[src/rtl/fifo_wr_arb.sv]
// Round-robin burst arbiter sharing one async-FIFO write port among NREQ requesters (wclk domain).
// Optional per-requester accepted-word counters are enabled with `define ARB_STATS_EN.
module fifo_wr_arb #(
    parameter int NREQ  = 4,
    parameter int DSIZE = 8,
    parameter int BURST = 4
) (
    input  logic                    wclk,
    input  logic                    wrst,
    input  logic [NREQ-1:0]         req_valid,
    input  logic [NREQ*DSIZE-1:0]   req_data,
    output logic [NREQ-1:0]         req_ready,
    input  logic                    wfull,
    output logic [DSIZE-1:0]        wdata,
    output logic                    winc,
    output logic [NREQ-1:0]         gnt
`ifdef ARB_STATS_EN
    ,
    input  logic                    stat_clr,
    output logic [NREQ*16-1:0]      stat_cnt
`endif
);

    localparam int CW = (BURST > 1) ? $clog2(BURST) : 1;
    localparam int PW = $clog2(NREQ);
    localparam logic [CW-1:0] CNT_LAST = CW'(BURST - 1);

    typedef enum logic {IDLE, GRANT} state_t;

    state_t          state_p0, state_nxt;
    logic [NREQ-1:0] gnt_nxt;
    logic [PW-1:0]   gidx_p0, gidx_nxt;
    logic [PW-1:0]   ptr_p0, ptr_nxt;
    logic [CW-1:0]   cnt_p0, cnt_nxt;
    logic [PW-1:0]   sel;
    logic            sel_vld;
    logic            rel;
    logic            active;

    // Walk from the farthest candidate to the nearest so the first valid after ptr wins.
    always_comb begin
        int idx;
        idx     = 0;
        sel     = '0;
        sel_vld = 1'b0;
        for (int k = NREQ; k >= 1; k--) begin
            idx = int'(ptr_p0) + k;
            if (idx >= NREQ) idx = idx - NREQ;
            if (req_valid[idx[PW-1:0]]) begin
                sel     = idx[PW-1:0];
                sel_vld = 1'b1;
            end
        end
    end

    always_comb begin
        state_nxt = state_p0;
        gnt_nxt   = gnt;
        gidx_nxt  = gidx_p0;
        ptr_nxt   = ptr_p0;
        cnt_nxt   = cnt_p0;
        rel       = 1'b0;
        case (state_p0)
            IDLE: begin
                if (sel_vld) begin
                    state_nxt = GRANT;
                    gnt_nxt   = NREQ'(1) << sel;
                    gidx_nxt  = sel;
                    cnt_nxt   = '0;
                end
            end
            GRANT: begin
                if (!req_valid[gidx_p0]) begin
                    rel = 1'b1;
                end else if (!wfull) begin
                    if (cnt_p0 == CNT_LAST) rel = 1'b1;
                    else                    cnt_nxt = cnt_p0 + 1'b1;
                end
            end
            default: state_nxt = IDLE;
        endcase
        if (rel) begin
            state_nxt = IDLE;
            gnt_nxt   = '0;
            ptr_nxt   = gidx_p0;
        end
    end

    // Write port is driven combinationally from the registered grant; forced quiet in reset.
    always_comb begin
        active    = (state_p0 == GRANT) && !wrst;
        winc      = active && req_valid[gidx_p0] && !wfull;
        req_ready = (active && !wfull) ? gnt : '0;
        wdata     = active ? req_data[gidx_p0*DSIZE +: DSIZE] : '0;
    end

    always_ff @(posedge wclk) begin
        if (wrst) begin
            state_p0 <= IDLE;
            gnt      <= '0;
            gidx_p0  <= '0;
            ptr_p0   <= PW'(NREQ - 1);
            cnt_p0   <= '0;
        end else begin
            state_p0 <= state_nxt;
            gnt      <= gnt_nxt;
            gidx_p0  <= gidx_nxt;
            ptr_p0   <= ptr_nxt;
            cnt_p0   <= cnt_nxt;
        end
    end

`ifdef ARB_STATS_EN
    function automatic logic [15:0] sat_inc(input logic [15:0] v);
        return (v == 16'hFFFF) ? v : v + 16'd1;
    endfunction

    logic [15:0] stat_p0 [NREQ];

    always_ff @(posedge wclk) begin
        if (wrst || stat_clr) begin
            for (int i = 0; i < NREQ; i++) stat_p0[i] <= '0;
        end else begin
            for (int i = 0; i < NREQ; i++)
                if (winc && gnt[i]) stat_p0[i] <= sat_inc(stat_p0[i]);
        end
    end

    always_comb begin
        stat_cnt = '0;
        for (int i = 0; i < NREQ; i++) stat_cnt[i*16 +: 16] = stat_p0[i];
    end
`endif

endmodule

[config.mk]
export PLATFORM = sky130hd
export DESIGN_NAME = fifo_wr_arb
export DESIGN_NICKNAME = d
export VERILOG_FILES = /design/src/rtl/fifo_wr_arb.sv
export SDC_FILE = /design/constraint.sdc
export NUM_CORES = 1
export LEC_CHECK = 0
export CAP_MARGIN = 20
export CORE_MARGIN = 3
export CORE_UTILIZATION = 38
export CTS_CLUSTER_DIAMETER = 50
export DETAILED_ROUTE_END_ITERATION = 10
export PLACE_DENSITY = 0.84
export SETUP_SLACK_MARGIN = 0.5
export SLEW_MARGIN = 20
export SYNTH_ARGS = -nofsm -noshare
export SYNTH_HDL_FRONTEND = slang
export SYNTH_SLANG_ARGS = --single-unit
[constraint.sdc]
create_clock -name wclk -period 2.4 [get_ports wclk]
set_input_delay 0.36 -clock wclk [delete_from_list [all_inputs] [get_ports wclk]]
set_output_delay 0.36 -clock wclk [all_outputs]
set_load 0.1 [all_outputs]
==> results.toml <==
[synthesis]
post_synth.cell_area_avg_um2 = 9.248
synth_net_count = 132
synth.lib_cells_used.distinct = 30
synthCells = 92
synth_cell_area_um2 = 850.8
postSynth.asyncResetShare = 0
synth-main-ff-cell = "dfxtp_1"
seq_area_frac_synth = 0.2588
synth-edff-count = 0
yosys_register_bits = 11
synth_warnings = 0

[final_layout]
layout_commonest_cell = "clkdlybuf4s50_1"
fill_cells = 122
mostFrequentLayoutCells = "clkdlybuf4s50_1 (34), buf_12 (14), buf_4 (10)"
num_antenna_cells = 0
layout_cell_share_with_drive_strength_beyond_1 = 0.4065
finalNetCount = 196
areaGrowthSynthToFinish_pct = 100.7

[clock_tree]
cts_root_buf = "clkbuf_4"
clock_latency_of_the_later_clocked_register_in_the_worst_skew_pair_ps = 270
cts.htree.levels = 1
cts_buffer_depth = 2
clk_pin_slew_ps = 70
cts_tree = "yes"
cts.sinks = 11
cts-hold-fix-buffers = 0
number_of_cts_inserted_buffers = 3

[pwr]
design_power_total_uw = 775.6
power.share.sequential = 0.286
power.share.switching = 0.3956
p_comb_frac = 0.549
clock_power_share = 0.165
powerDensity_nw_per_um2 = 454.1
power.internal_uw = 468.8
p_leak_nw = 0.6735
power.switching_uw = 306.8
vdd_ir_drop_max_mv = 0.4005

[routing]
drc = 0
post_drt_wl_per_cell_um = 17.04
ant_nets = 0
drt-initial-drc-count = 12
routed_wl_um = 3101
firstDrtPassIters = 4
num_vias = 973
avgViaCountPerCell = 5.346

[placement]
port-buffer-count = 55
place.detailed.hpwl_um = 2512
gp_congestion = 0.7588

[die]
total_die_area_um2 = 2842
core_um2 = 2042
io_pins = 56
start_util = 0.4167
num_rows = 16
fp.dieW_um = 53.32
dieHeight_um = 53.32

[timing]
min_period_over_period = 0.8295
maxSlewViolCount = 0
finalSetupViolations = 0
hold_ws_ps = 467.3
hold_violations = 0
tightestPinTransition_ps = 400.0
setup-tns-final_ps = 0
finalCriticalPeriod_ps = 1991
rsz0062_at_grt = "true"
max_slew_margin = 0.7317
fmax_mhz = 502.3
clock-skew-final_ps = 2.271

[worst_setup_path]
criticalPathCategory = "reg2out"
required_ps = 2040
cells_along_the_critical_path = "buf_12 -> mux4_2 -> nor2b_4 -> buf_12"
critPathMaxFanout = 8
startpoint_type = "flip-flop"
cell_depth_of_the_worst_flop_to_flop_path = 4
cell_at_the_slowest_stage_of_the_critical_path = "mux4_2"
critical-path-top-cell-by-count = "buf_12"
worst-endpoint-arrival_ps = 1630
slowest_stage_delay_cp_ps = 520
critical_path_capture_point_type = "output port"

[min_path]
worst_hold_path_type = "reg2reg"
timing.hold.worst_path_depth = 2

[global_routing]
grt.total_usage = 0.2416
via_count_of_the_first_global_routing_pass = 980
pin_count_of_the_biggest_net_entering_global_routing = 10
initial_antenna_violation_count = 0
grt_remaining_overflow = 0
grt_pass1_wl_um = 4747

[run_status]
status = "finished clean"

[flow_run]
maxCapViolations = 0
final timing paths:
| kind | slack [ps] | from | end |
|---|---|---|---|
| worst min-delay path | 470 | gnt[2]$_SDFFE_PP0P_ | gnt[2]$_SDFFE_PP0P_ |
| worst max-delay path | 410 | gidx_p0[0]$_SDFFE_PP0P_ | wdata[5] |
| worst min register to register | 470 | gnt[2]$_SDFFE_PP0P_ | gnt[2]$_SDFFE_PP0P_ |
| worst max register to register | 900 | gidx_p0[0]$_SDFFE_PP0P_ | gnt[3]$_SDFFE_PP0P_ |
critical path, delay by kind of cell, from the launching register on:
kind | cells | cell delay, ps
buffers and inverters | 2 | 310
and+or+nand+nor | 1 | 150
muxes | 1 | 520
DFF | 1 | 380
Yosys cell counts (2+ instances only):
master / count / area, µm²
a211oi_2: 2 / 25.02
a21oi_1: 6 / 30.03
a31oi_1: 2 / 12.51
and2_1: 5 / 31.28
buf_2: 2 / 10.01
dfxtp_1: 11 / 220.2
inv_1: 5 / 18.77
mux4_2: 9 / 202.7
nand2_1: 5 / 18.77
nand2b_1: 3 / 18.77
nand3_1: 4 / 20.02
nor2_1: 10 / 37.54
nor2b_1: 8 / 50.05
o21a_1: 2 / 15.01
o21ai_0: 3 / 15.01
power by group through the flow:
stage          Clock [mW]  Sequential (mW)  Combinational (mW)
5_1_grt             0.142            0.225               0.447
4_1_cts             0.126            0.221               0.423
6_report            0.128            0.222               0.426
3_3_place_gp            0            0.223               0.395
2_1_floorplan           0            0.258               0.211
3_5_place_dp            0            0.225               0.403
logic make-up after synthesis:
group                      share of synthesized area
AOI/OAI and AO/OA                             0.1544
adders and majority gates                    0.01470
buffers and inverters                        0.03823
DFF                                           0.2588
muxes                                         0.2515
and+or+nand+nor                               0.2824
registers in the layout, summed over array words and instances, names as in the netlist:
register	cells
state_p0	1
cnt_p0	2
gnt	4
gidx_p0	2
ptr_p0	2
through the flow:
step	cell area, µm²	instances	util	setup slack, ps
after floorplan	887.1	92	-	310.0
after global placement	1623	177	0.7947	273.9
after detailed placement	1623	177	0.7947	243.3
after CTS	1703	182	0.8339	414.8
after global routing	1708	182	0.8364	356.1
final	1708	182	0.8364	409.3
area by class of cell:
cell class / instances / area (µm²) / share of cell area
Tap cell: 27 / 33.78 / 0.01978
Multi-Input combinational cell: 73 / 668.1 / 0.3912
Timing Repair Buffer: 62 / 730.7 / 0.4278
Inverter: 5 / 18.77 / 0.01099
Sequential cell: 11 / 230.2 / 0.1348
Clock buffer: 4 / 26.28 / 0.01538
routing by layer:
| metal | global-route usage | vias to the layer above | part of all wire |
|---|---|---|---|
| met2 | 0.4204 | 52 | 0.49 |
| met3 | 0.08732 | 9 | 0.12 |
| met4 | 0.1064 | 0 | 0.025 |
| met1 | 0.2573 | 451 | 0.36 |
| met5 | 0 | - | 0 |
| li1 | - | 461 | - |
repair_timing:
action                     CTS  global route
setup buffers                1             0
setup endpoints to repair   13            13
pin swaps                    1             0
gates resized for setup     18             1
(Power assumes the default switching activity.)
